## config.mk

```make
export PLATFORM = sky130hd
export DESIGN_NAME = enemy_track_flat
export DESIGN_NICKNAME = d
export VERILOG_FILES = /design/src/rtl/enemy_track_if.sv /design/src/rtl/enemy_track.sv /design/src/flat_wrapper.sv
export SDC_FILE = /design/constraint.sdc
export NUM_CORES = 1
export LEC_CHECK = 0
export BUFFER_PORTS_ARGS = -buffer_cell sky130_fd_sc_hd__clkbuf_2
export CAP_MARGIN = 10
export CORE_UTILIZATION = 52
export CTS_CLUSTER_SIZE = 10
export DETAILED_ROUTE_END_ITERATION = 10
export PLACE_DENSITY = 0.79
export SLEW_MARGIN = 40
export SYNTH_ARGS = -nofsm -noshare
export SYNTH_HDL_FRONTEND = slang
export SYNTH_SLANG_ARGS = --single-unit
```

## constraint.sdc

```tcl
create_clock -name clk -period 2.9 [get_ports clk]
set_clock_uncertainty 0.15 [all_clocks]
set_input_delay 0.29 -clock clk [delete_from_list [all_inputs] [get_ports clk]]
set_output_delay 0.29 -clock clk [all_outputs]
set_load 0.03 [all_outputs]
```

## src/rtl/enemy_track_if.sv

```systemverilog
// enemy_track bus: game-step strobe, raw enemy observations in,
// per-enemy track registers out.
interface enemy_track_if #(
  parameter int NUM_ENEMIES = 3,
  parameter int VEL_W       = 6
);
  logic                           step;
  logic signed [7:0]              enemy_x_p [NUM_ENEMIES];
  logic signed [7:0]              enemy_y_p [NUM_ENEMIES];
  logic        [NUM_ENEMIES-1:0]  enemy_cloaked;
  logic        [NUM_ENEMIES-1:0]  enemy_destroyed;
  logic signed [7:0]              pred_x [NUM_ENEMIES];
  logic signed [7:0]              pred_y [NUM_ENEMIES];
  logic signed [VEL_W-1:0]        vel_x [NUM_ENEMIES];
  logic signed [VEL_W-1:0]        vel_y [NUM_ENEMIES];
  logic        [3:0]              coast_age [NUM_ENEMIES];
  logic        [2:0]              track_state [NUM_ENEMIES];
  logic        [NUM_ENEMIES-1:0]  track_valid;
  logic signed [7:0]              lead_x [NUM_ENEMIES];
  logic signed [7:0]              lead_y [NUM_ENEMIES];

  modport master (
    output step, enemy_x_p, enemy_y_p, enemy_cloaked, enemy_destroyed,
    input  pred_x, pred_y, vel_x, vel_y, coast_age, track_state,
    input  track_valid, lead_x, lead_y
  );

  modport slave (
    input  step, enemy_x_p, enemy_y_p, enemy_cloaked, enemy_destroyed,
    output pred_x, pred_y, vel_x, vel_y, coast_age, track_state,
    output track_valid, lead_x, lead_y
  );
endinterface

```

## src/rtl/enemy_track.sv

```systemverilog
// enemy_track: per-enemy position/velocity/coast tracker for strategy logic.
// ENEMY_TRACK_LEAD_EN enables velocity-led aim points on lead_x/lead_y.
module enemy_track #(
  parameter int NUM_ENEMIES = 3,
  parameter int VEL_W       = 6,
  parameter int BOUND       = 64,
  parameter int MAX_COAST   = 4,
  parameter int LEAD_STEPS  = 2
) (
  input  logic         clk,
  input  logic         reset,
  enemy_track_if.slave bus
);
  typedef enum logic [2:0] {
    IDLE  = 3'd0,
    ACQ   = 3'd1,
    TRACK = 3'd2,
    COAST = 3'd3,
    LOST  = 3'd4,
    DEAD  = 3'd5
  } state_e;

  localparam logic signed [8:0]  VMAX    = 9'(2**(VEL_W-1)-1);
  localparam logic signed [8:0]  VMIN    = -VMAX - 9'sd1;
  localparam logic signed [8:0]  BMAX    = 9'(BOUND);
  localparam logic signed [8:0]  BMIN    = -BMAX;
  localparam logic signed [11:0] LMAX    = 12'(BOUND);
  localparam logic signed [11:0] LMIN    = -LMAX;
  localparam logic        [3:0]  AGE_MAX = 4'(MAX_COAST);
`ifdef ENEMY_TRACK_LEAD_EN
  localparam logic signed [11:0] LK      = 12'(LEAD_STEPS);
`else
  localparam logic signed [11:0] LK      = 12'(LEAD_STEPS * 0);
`endif

  function automatic logic signed [VEL_W-1:0] sat_v(
    input logic signed [8:0] d
  );
    if (d > VMAX) return VMAX[VEL_W-1:0];
    if (d < VMIN) return VMIN[VEL_W-1:0];
    return d[VEL_W-1:0];
  endfunction

  function automatic logic signed [7:0] clamp9(
    input logic signed [8:0] s
  );
    if (s > BMAX) return BMAX[7:0];
    if (s < BMIN) return BMIN[7:0];
    return s[7:0];
  endfunction

  function automatic logic signed [7:0] clamp12(
    input logic signed [11:0] s
  );
    if (s > LMAX) return LMAX[7:0];
    if (s < LMIN) return LMIN[7:0];
    return s[7:0];
  endfunction

  for (genvar g = 0; g < NUM_ENEMIES; g++) begin : g_e
    state_e                  st_q, st_d;
    logic signed [7:0]       px_q, px_d, py_q, py_d;
    logic signed [7:0]       lx_q, lx_d, ly_q, ly_d;
    logic signed [VEL_W-1:0] vx_q, vx_d, vy_q, vy_d;
    logic        [3:0]       age_q, age_d;
    logic signed [8:0]       dx, dy, sx, sy;
    logic signed [11:0]      ax, ay;
    logic                    cl, de, vis;
    logic signed [7:0]       nx, ny;

    assign nx  = bus.enemy_x_p[g];
    assign ny  = bus.enemy_y_p[g];
    assign cl  = bus.enemy_cloaked[g];
    assign de  = bus.enemy_destroyed[g];
    assign vis = !cl && !de;

    // 9-bit signed so neither the difference nor the sum can wrap
    assign dx = {nx[7], nx} - {px_q[7], px_q};
    assign dy = {ny[7], ny} - {py_q[7], py_q};
    assign sx = {px_q[7], px_q} + {{(9-VEL_W){vx_q[VEL_W-1]}}, vx_q};
    assign sy = {py_q[7], py_q} + {{(9-VEL_W){vy_q[VEL_W-1]}}, vy_q};

    always_comb begin
      st_d  = st_q;
      px_d  = px_q;
      py_d  = py_q;
      vx_d  = vx_q;
      vy_d  = vy_q;
      age_d = age_q;
      if (de) begin
        st_d  = DEAD;
        vx_d  = '0;
        vy_d  = '0;
        age_d = '0;
      end else begin
        unique case (st_q)
          IDLE: if (vis) begin
            st_d = ACQ;
            px_d = nx;
            py_d = ny;
            vx_d = '0;
            vy_d = '0;
          end
          ACQ: if (vis) begin
            st_d = TRACK;
            vx_d = sat_v(dx);
            vy_d = sat_v(dy);
            px_d = nx;
            py_d = ny;
          end else begin
            st_d  = COAST;
            age_d = 4'd1;
          end
          TRACK: if (vis) begin
            vx_d = sat_v(dx);
            vy_d = sat_v(dy);
            px_d = nx;
            py_d = ny;
          end else begin
            st_d  = COAST;
            age_d = 4'd1;
            px_d  = clamp9(sx);
            py_d  = clamp9(sy);
          end
          COAST, LOST: if (vis) begin
            st_d  = ACQ;
            px_d  = nx;
            py_d  = ny;
            vx_d  = '0;
            vy_d  = '0;
            age_d = '0;
          end else if (st_q == COAST) begin
            age_d = age_q + 4'd1;
            px_d  = clamp9(sx);
            py_d  = clamp9(sy);
            if (age_q + 4'd1 == AGE_MAX) st_d = LOST;
          end else begin
            vx_d  = '0;
            vy_d  = '0;
            age_d = AGE_MAX;
          end
          DEAD: ;
          default: st_d = IDLE;
        endcase
      end
    end

    // lead is only led ahead for moving tracks; otherwise it mirrors pred
    always_comb begin
      ax = {{4{px_d[7]}}, px_d}
         + LK * {{(12-VEL_W){vx_d[VEL_W-1]}}, vx_d};
      ay = {{4{py_d[7]}}, py_d}
         + LK * {{(12-VEL_W){vy_d[VEL_W-1]}}, vy_d};
      lx_d = px_d;
      ly_d = py_d;
      if (LK != 12'sd0 && (st_d == TRACK || st_d == COAST)) begin
        lx_d = clamp12(ax);
        ly_d = clamp12(ay);
      end
    end

    always_ff @(posedge clk) begin
      if (reset) begin
        st_q  <= IDLE;
        px_q  <= '0;
        py_q  <= '0;
        vx_q  <= '0;
        vy_q  <= '0;
        age_q <= '0;
        lx_q  <= '0;
        ly_q  <= '0;
      end else if (bus.step) begin
        st_q  <= st_d;
        px_q  <= px_d;
        py_q  <= py_d;
        vx_q  <= vx_d;
        vy_q  <= vy_d;
        age_q <= age_d;
        lx_q  <= lx_d;
        ly_q  <= ly_d;
      end
    end

    assign bus.pred_x[g]      = px_q;
    assign bus.pred_y[g]      = py_q;
    assign bus.vel_x[g]       = vx_q;
    assign bus.vel_y[g]       = vy_q;
    assign bus.coast_age[g]   = age_q;
    assign bus.track_state[g] = st_q;
    assign bus.lead_x[g]      = lx_q;
    assign bus.lead_y[g]      = ly_q;
    assign bus.track_valid[g] = (st_q == ACQ) || (st_q == TRACK)
                             || (st_q == COAST);
  end
endmodule

```

## src/flat_wrapper.sv

```systemverilog
// flat-port wrapper written by rule: the top's interface ports become plain ports
module enemy_track_flat 
#(
  parameter int NUM_ENEMIES = 3,
  parameter int VEL_W       = 6,
  parameter int BOUND       = 64,
  parameter int MAX_COAST   = 4,
  parameter int LEAD_STEPS  = 2
)
  (clk, reset, bus_step, bus_enemy_x_p, bus_enemy_y_p, bus_enemy_cloaked, bus_enemy_destroyed, bus_pred_x, bus_pred_y, bus_vel_x, bus_vel_y, bus_coast_age, bus_track_state, bus_track_valid, bus_lead_x, bus_lead_y);
  enemy_track_if #(.NUM_ENEMIES(NUM_ENEMIES), .VEL_W(VEL_W)) bus_i ();
  input  logic clk;
  input  logic reset;
  input wire logic [$bits(bus_i.step)-1:0] bus_step;
  input wire logic [$bits(bus_i.enemy_x_p)-1:0] bus_enemy_x_p;
  input wire logic [$bits(bus_i.enemy_y_p)-1:0] bus_enemy_y_p;
  input wire logic [$bits(bus_i.enemy_cloaked)-1:0] bus_enemy_cloaked;
  input wire logic [$bits(bus_i.enemy_destroyed)-1:0] bus_enemy_destroyed;
  output wire logic [$bits(bus_i.pred_x)-1:0] bus_pred_x;
  output wire logic [$bits(bus_i.pred_y)-1:0] bus_pred_y;
  output wire logic [$bits(bus_i.vel_x)-1:0] bus_vel_x;
  output wire logic [$bits(bus_i.vel_y)-1:0] bus_vel_y;
  output wire logic [$bits(bus_i.coast_age)-1:0] bus_coast_age;
  output wire logic [$bits(bus_i.track_state)-1:0] bus_track_state;
  output wire logic [$bits(bus_i.track_valid)-1:0] bus_track_valid;
  output wire logic [$bits(bus_i.lead_x)-1:0] bus_lead_x;
  output wire logic [$bits(bus_i.lead_y)-1:0] bus_lead_y;
  assign bus_i.step = bus_step;
  assign bus_i.enemy_x_p = {>>{bus_enemy_x_p}};
  assign bus_i.enemy_y_p = {>>{bus_enemy_y_p}};
  assign bus_i.enemy_cloaked = bus_enemy_cloaked;
  assign bus_i.enemy_destroyed = bus_enemy_destroyed;
  assign bus_pred_x = {>>{bus_i.pred_x}};
  assign bus_pred_y = {>>{bus_i.pred_y}};
  assign bus_vel_x = {>>{bus_i.vel_x}};
  assign bus_vel_y = {>>{bus_i.vel_y}};
  assign bus_coast_age = {>>{bus_i.coast_age}};
  assign bus_track_state = {>>{bus_i.track_state}};
  assign bus_track_valid = bus_i.track_valid;
  assign bus_lead_x = {>>{bus_i.lead_x}};
  assign bus_lead_y = {>>{bus_i.lead_y}};
  enemy_track #(.NUM_ENEMIES(NUM_ENEMIES), .VEL_W(VEL_W), .BOUND(BOUND), .MAX_COAST(MAX_COAST), .LEAD_STEPS(LEAD_STEPS)) u_core (.clk(clk), .reset(reset), .bus(bus_i));
endmodule
```

==> impl_metrics.yaml, run 1 <==
clock_network:
  cts_tree: "done"
  cts-root-buf: "clkbuf_16"
  cts_hold_buffers: 0
  clock_sinks: 105
  cts.path.max_buffers: 2
  clk_latency_ps: 360
  numCtsBuffers: 9
  clk_pin_slew_ps: 70
  cts-htree-levels: 3
synthesis:
  synth_ff_type: "dfxtp_1"
  synth_edf_count: 0
  ys_types: 80
  syn-instance-count: 1366
  synth_warnings: 0
  syn_avg_cell_area_sq_um: 7.64
  syn_area_sq_mm: 0.0104
  ys_ff_latch: 105
  synth_fp_nets: 1534
  ys_async_sr_fraction_pct: 0
  seq_area_frac_synth_pct: 20.1
sta:
  finalCritPeriodShare_pct: 99.2
  setup_violations: 0
  relSlewSlack_pct: 55.4
  slew_violations: 0
  whs_ps: 55.9
  rsz0062_at_grt: "yes"
  fmax_mhz: 347
  min_period_ps: 2880
  setup_tns_ps: 0
  worst_pin_slew_ps: 669
  hold_violations: 0
worst_setup_path:
  slowest_delay_ps: 570
  critPathArrivalTime_ps: 3020
  worstPathRequired_ps: 3040
  cp-start-kind: "flip-flop"
  cp_max_fo: 3
  r2r_start: "u_core.g_e[2].py_q[0]"
  critical_path_class: "reg -> reg"
  crit_path_top_delay_cell: "or4b_4"
  crit_chain: "ha_4, inv_1, fa_2, a211oi_2, o21a_1, a311oi_2, or4b_4, buf_4, a21oi_1, nand3_1, a31oi_1"
  crit_start: "u_core.g_e[2].py_q[0]"
  cp-end-kind: "flip-flop"
run:
  drv_cap: 0
placed_design:
  dp_hpwl_microns: 23100
  dp.cells: 1821
  port_buffers: 212
  gp_congestion: 0.943
  placedInstanceArea_sq_mm: 0.0119
run_status:
  status: "completed"
finish:
  nNetsFinal: 1743
  area_growth_pct: 20.5
  antenna_cells: 0
  layout_common_cells: "clkbuf_2, nor2_1, a21oi_1, ha_1, dfxtp_1"
  fin_util_pct: 64.3
  drive_above_1_share_pct: 25.6
  design_area_sq_mm: 0.0126
  final_cell_count_no_fill: 1845
  final_common_cell: "clkbuf_2"
power_and_ir_drop:
  p_per_area_mw_per_mm2: 373
  p_leak_nw: 5.42
  vdd_drop_max_uv: 253
drt:
  routed-via-count: 11200
  viasPerCell: 6.08
  routedWlPerCell_microns: 16.5
  drt_iter0_markers: 664
  wl_microns: 30400
  ant_nets: 0
  drc: 0
  firstDrtPassIters: 8
hold_path:
  hold_class: "in -> reg"
  hp-start: "bus_enemy_y_p[12]"
global_route:
  grt_usage_pct: 28.0
  grt_antenna_before_repair: 0
  grt_overflow_total: 0
  first_global_vias: 9717
  grt_pass1_wl_microns: 46700
  grt_max_degree: 87
floorplanning:
  placementRows: 51
  start_util_pct: 53.3
  core_area_sq_mm: 0.0196
  die_height_microns: 144
  die_w_microns: 144
  die-area_sq_mm: 0.0207
  io_pins: 213
-- final cells by class --
| cell class | instances | area, sq um |
|---|---|---|
| well taps | 265 | 332 |
| inverters | 76 | 285 |
| multi-input cells | 1085 | 7800 |
| flip-flops and latches | 105 | 2110 |
| fillers | 1724 | 7000 |
| clock buffers | 10 | 239 |
| clock inverters | 6 | 105 |
| repair buffers | 298 | 1710 |
-- per-stage QoR --
| stage | power, mW | setup slack, ps |
|---|---|---|
| 2_1_floorplan | 2.74 | -46.9 |
| 3_3_place_gp | 3.13 | -54.0 |
| 3_5_place_dp | 3.17 | -124 |
| 4_1_cts | 4.61 | 18.3 |
| 5_1_grt | 4.93 | -109 |
| 6_report | 4.70 | 22.2 |
-- registers in the layout (all words and copies together), names as in the netlist --
signal,flops
u_core.g_e.age_q,12
u_core.g_e.px_q,24
u_core.g_e.py_q,24
u_core.g_e.st_q,9
u_core.g_e.vx_q,18
u_core.g_e.vy_q,18
-- repair_timing --
item                       4_1_cts  5_1_grt
resized for setup               12       57
pin swaps                        2       23
setup endpoints to repair       19       52
cloned                           0        0
setup buffers                    1        7
-- report_power, final --
group	internal [mW]	switching, mW	total (mW)	leakage, nW
Combinational	0.653	1.01	1.67	4.39
Clock	0.864	0.581	1.45	0.172
Sequential	1.50	0.0818	1.58	0.857
-- synthesized netlist by cell type (all sizes together), types with 12 or more instances --
library cell	count	share of area, %
nor2	116	4.2
a21o	16	1.2
or3b	12	1.0
a21oi	117	5.6
inv	76	2.7
nor2b	37	2.2
a31oi	30	1.8
nor3	28	1.3
a221oi	17	1.4
nand3	34	1.6
xnor2	16	1.3
o31ai	20	1.5
nand2b	40	2.4
buf	52	3.6
a211oi	36	2.6
clkbuf	48	1.7
fa	12	2.3
and3	19	1.1
dfxtp	105	20
ha	99	12
xor2	20	1.7
o21a	19	1.4
o21ai	73	3.5
nor3b	15	1.2
nand2	89	3.2
o211ai	20	1.4
-- layer usage --
metal | up-vias | share of wire [%] | wire length, microns | GRT usage, %
li1 | 5520 | - | - | -
met1 | 5214 | 44 | 13300 | 36.6
met2 | 422 | 46 | 14000 | 45.3
met3 | 62 | 6.8 | 2060 | 4.70
met4 | 0 | 3.1 | 954 | 11.9
met5 | - | 0 | 0 | 0
-- worst paths after layout --
kind                                         endpoint  slack, ps  cells past startpoint
worst max-delay path            u_core.g_e[2].vy_q[3]         20                     11
worst min-delay path            u_core.g_e[1].py_q[4]         60                      3
worst max register to register  u_core.g_e[2].vy_q[3]         20                     11
worst min register to register  u_core.g_e[1].vx_q[0]        330                      2
-- cells by family (layout without fill, tap and decap cells) --
logic type / after synthesis / after routing / share of synthesized area, %
xor gates and xnor gates: 36 / 36 / 3.02
adders and majority gates: 111 / 111 / 14.2
buffers and inverters: 176 / 390 / 8.09
AOI/OAI and AO/OA: 470 / 470 / 30.6
DFF: 105 / 105 / 20.1
and+or+nand+nor: 465 / 465 / 23.7
muxes: 3 / 3 / 0.300
-- critical path, delay by kind of cell (launching register included) --
family | cells | cell delay [ps]
AOI/OAI and AO/OA | 5 | 880
adders and majority gates | 2 | 520
buffers and inverters | 2 | 200
DFF | 1 | 370
and+or+nand+nor | 2 | 700
Note: power is estimated with default switching activity, not from simulation.
==> inputs of run 2 (changes only) <==
--- a/config.mk
+++ b/config.mk
@@ -10,7 +10,7 @@
 export CORE_UTILIZATION = 52
 export CTS_CLUSTER_SIZE = 10
 export DETAILED_ROUTE_END_ITERATION = 10
-export PLACE_DENSITY = 0.79
+export PLACE_DENSITY = 0.86
 export SLEW_MARGIN = 40
 export SYNTH_ARGS = -nofsm -noshare
 export SYNTH_HDL_FRONTEND = slang
==> run 2 against run 1 <==
Net effect: power shrank 1.6%; clock power decreased by 3%; sequential power about the same; setup slack improved by 21 ps; design area down 1.3%; fmax rose by 0.73%; non-clock buffer count fell by 16; register-to-register slack better by 20 ps; combinational power hardly changed; die area did not move; global-route usage is 0.60 points higher; worst hold slack lost 0.59 ps; critical path type unchanged; highest routed layer unchanged.
==> impl_metrics.yaml, run 2 (synthesized netlist as in run 1, its figures left out) <==
global_route:
  grt_usage_pct: 28.6
  grt_max_degree: 77
  grt_pass1_wl_microns: 47800
  grt_overflow_total: 0
  grt_antenna_before_repair: 0
  first_global_vias: 10200
clock_network:
  cts_hold_buffers: 0
  numCtsBuffers: 9
  clk_pin_slew_ps: 80
  cts.path.max_buffers: 2
  cts-root-buf: "clkbuf_16"
  clk_latency_ps: 360
  cts_tree: "done"
  clock_sinks: 105
  cts-htree-levels: 3
placed_design:
  dp.cells: 1811
  gp_congestion: 0.974
  dp_hpwl_microns: 23000
  port_buffers: 212
  placedInstanceArea_sq_mm: 0.0118
worst_setup_path:
  cp-end-kind: "flip-flop"
  critical_path_class: "reg -> reg"
  cp_max_fo: 4
  cp-start-kind: "flip-flop"
  critPathArrivalTime_ps: 2990
  worstPathRequired_ps: 3030
power_and_ir_drop:
  power_mw: 4.62
  p_per_area_mw_per_mm2: 372
  vdd_drop_max_uv: 245
  p_leak_nw: 5.32
finish:
  area_growth_pct: 19.0
  seq_area_sq_mm: 0.00211
  final_cell_count_no_fill: 1829
  fin_util_pct: 63.4
  layout_common_cells: "clkbuf_2, nor2_1, a21oi_1, dfxtp_1, ha_1"
  nNetsFinal: 1727
  antenna_cells: 0
  fill_cells: 1663
  drive_above_1_share_pct: 24.2
  final_common_cell: "clkbuf_2"
  multi_input_area_sq_mm: 0.00778
  design_area_sq_mm: 0.0124
  reg.largest.list: "u_core.g_e.px_q (24), u_core.g_e.py_q (24)"
drt:
  routed-via-count: 11300
  drc: 0
  wl_microns: 30400
  routedWlPerCell_microns: 16.6
  drt_iter0_markers: 550
  ant_nets: 0
  viasPerCell: 6.18
  firstDrtPassIters: 5
sta:
  min_period_ps: 2860
  finalCritPeriodShare_pct: 98.5
  setup_violations: 0
  whs_ps: 55.3
  fmax_mhz: 350
  worst_pin_slew_ps: 837
  relSlewSlack_pct: 44.2
  hold_violations: 0
  rsz0062_at_grt: "yes"
  slew_violations: 0
floorplanning:
  die_height_microns: 144
  placementRows: 51
  io_pins: 213
  core_area_sq_mm: 0.0196
  die-area_sq_mm: 0.0207
  die_w_microns: 144
  start_util_pct: 53.3
run_status:
  status: "completed"
hold_path:
  hold_class: "in -> reg"
run:
  drv_cap: 0
## run 2: changes by cell type in the layout (fill, tap and decap cells not counted), sizes merged
cell / before / now
clkinv: 3 / 1
buf: 87 / 71
clkbuf: 221 / 223
clkinvlp: 0 / 1
bufinv: 3 / 2
## run 2: routing by layer
| metal | routed length [microns] | vias to the layer above | GRT usage (%) |
|---|---|---|---|
| li1 | - | 5487 | - |
| met1 | 13000 | 5242 | 36.6 |
| met2 | 14100 | 505 | 47.3 |
| met3 | 2470 | 73 | 4.73 |
| met4 | 882 | 0 | 12.0 |
| met5 | 0 | - | 0 |
## run 2: what timing repair did
| item | 4_1_cts | 5_1_grt |
|---|---|---|
| setup endpoints to repair | 3 | 59 |
| resized for setup | 6 | 55 |
| buffers inserted | 0 | 2 |
| pin swaps | 2 | 9 |
## run 2: metrics by stage
| step | setup WS, ps | setup TNS (ps) |
|---|---|---|
| global route | -62.1 | -177 |
| CTS | 3.53 | 0 |
| global placement | -42.7 | -42.7 |
| floorplan | -46.9 | -46.9 |
| detailed placement | -138 | -313 |
| finish | 43.0 | 0 |
## run 2: critical path, cell delays in order, from the launching register on
cell and delay (ps):
dfxtp_1 340, ha_1 260, fa_2 380, a211oi_2 300, nor4b_1 100, or3b_2 470
buf_4 160, o41ai_1 60, a31o_2 270, nand3_1 110, a31oi_1 170
## run 2: area by class of cell
type                            count  share of cell area [%]
Clock buffer                       12                    1.98
Clock inverter                      4                   0.614
Inverter                           76                    2.30
Multi-Input combinational cell   1085                    62.6
Sequential cell                   105                    17.0
Tap cell                          265                    2.67
Timing Repair Buffer              282                    12.9
## run 2: report_power, final
| group | switching (mW) | internal, mW | leakage [nW] |
|---|---|---|---|
| clock network | 0.611 | 0.785 | 0.153 |
| logic | 1.01 | 0.636 | 4.32 |
| registers | 0.0791 | 1.50 | 0.856 |
| total | 1.70 | 2.92 | 5.32 |
## run 2: path summary, 6_finish.rpt
| path | start | end | slack, ps | depth (start not counted) |
|---|---|---|---|---|
| max | u_core.g_e[1].px_q[0] | u_core.g_e[1].px_q[5] | 40 | 10 |
| min | bus_enemy_y_p[12] | u_core.g_e[1].py_q[4] | 60 | 3 |
| max reg2reg | u_core.g_e[1].px_q[0] | u_core.g_e[1].px_q[5] | 40 | 10 |
| min reg2reg | u_core.g_e[1].vy_q[0] | u_core.g_e[1].vy_q[0] | 340 | 2 |
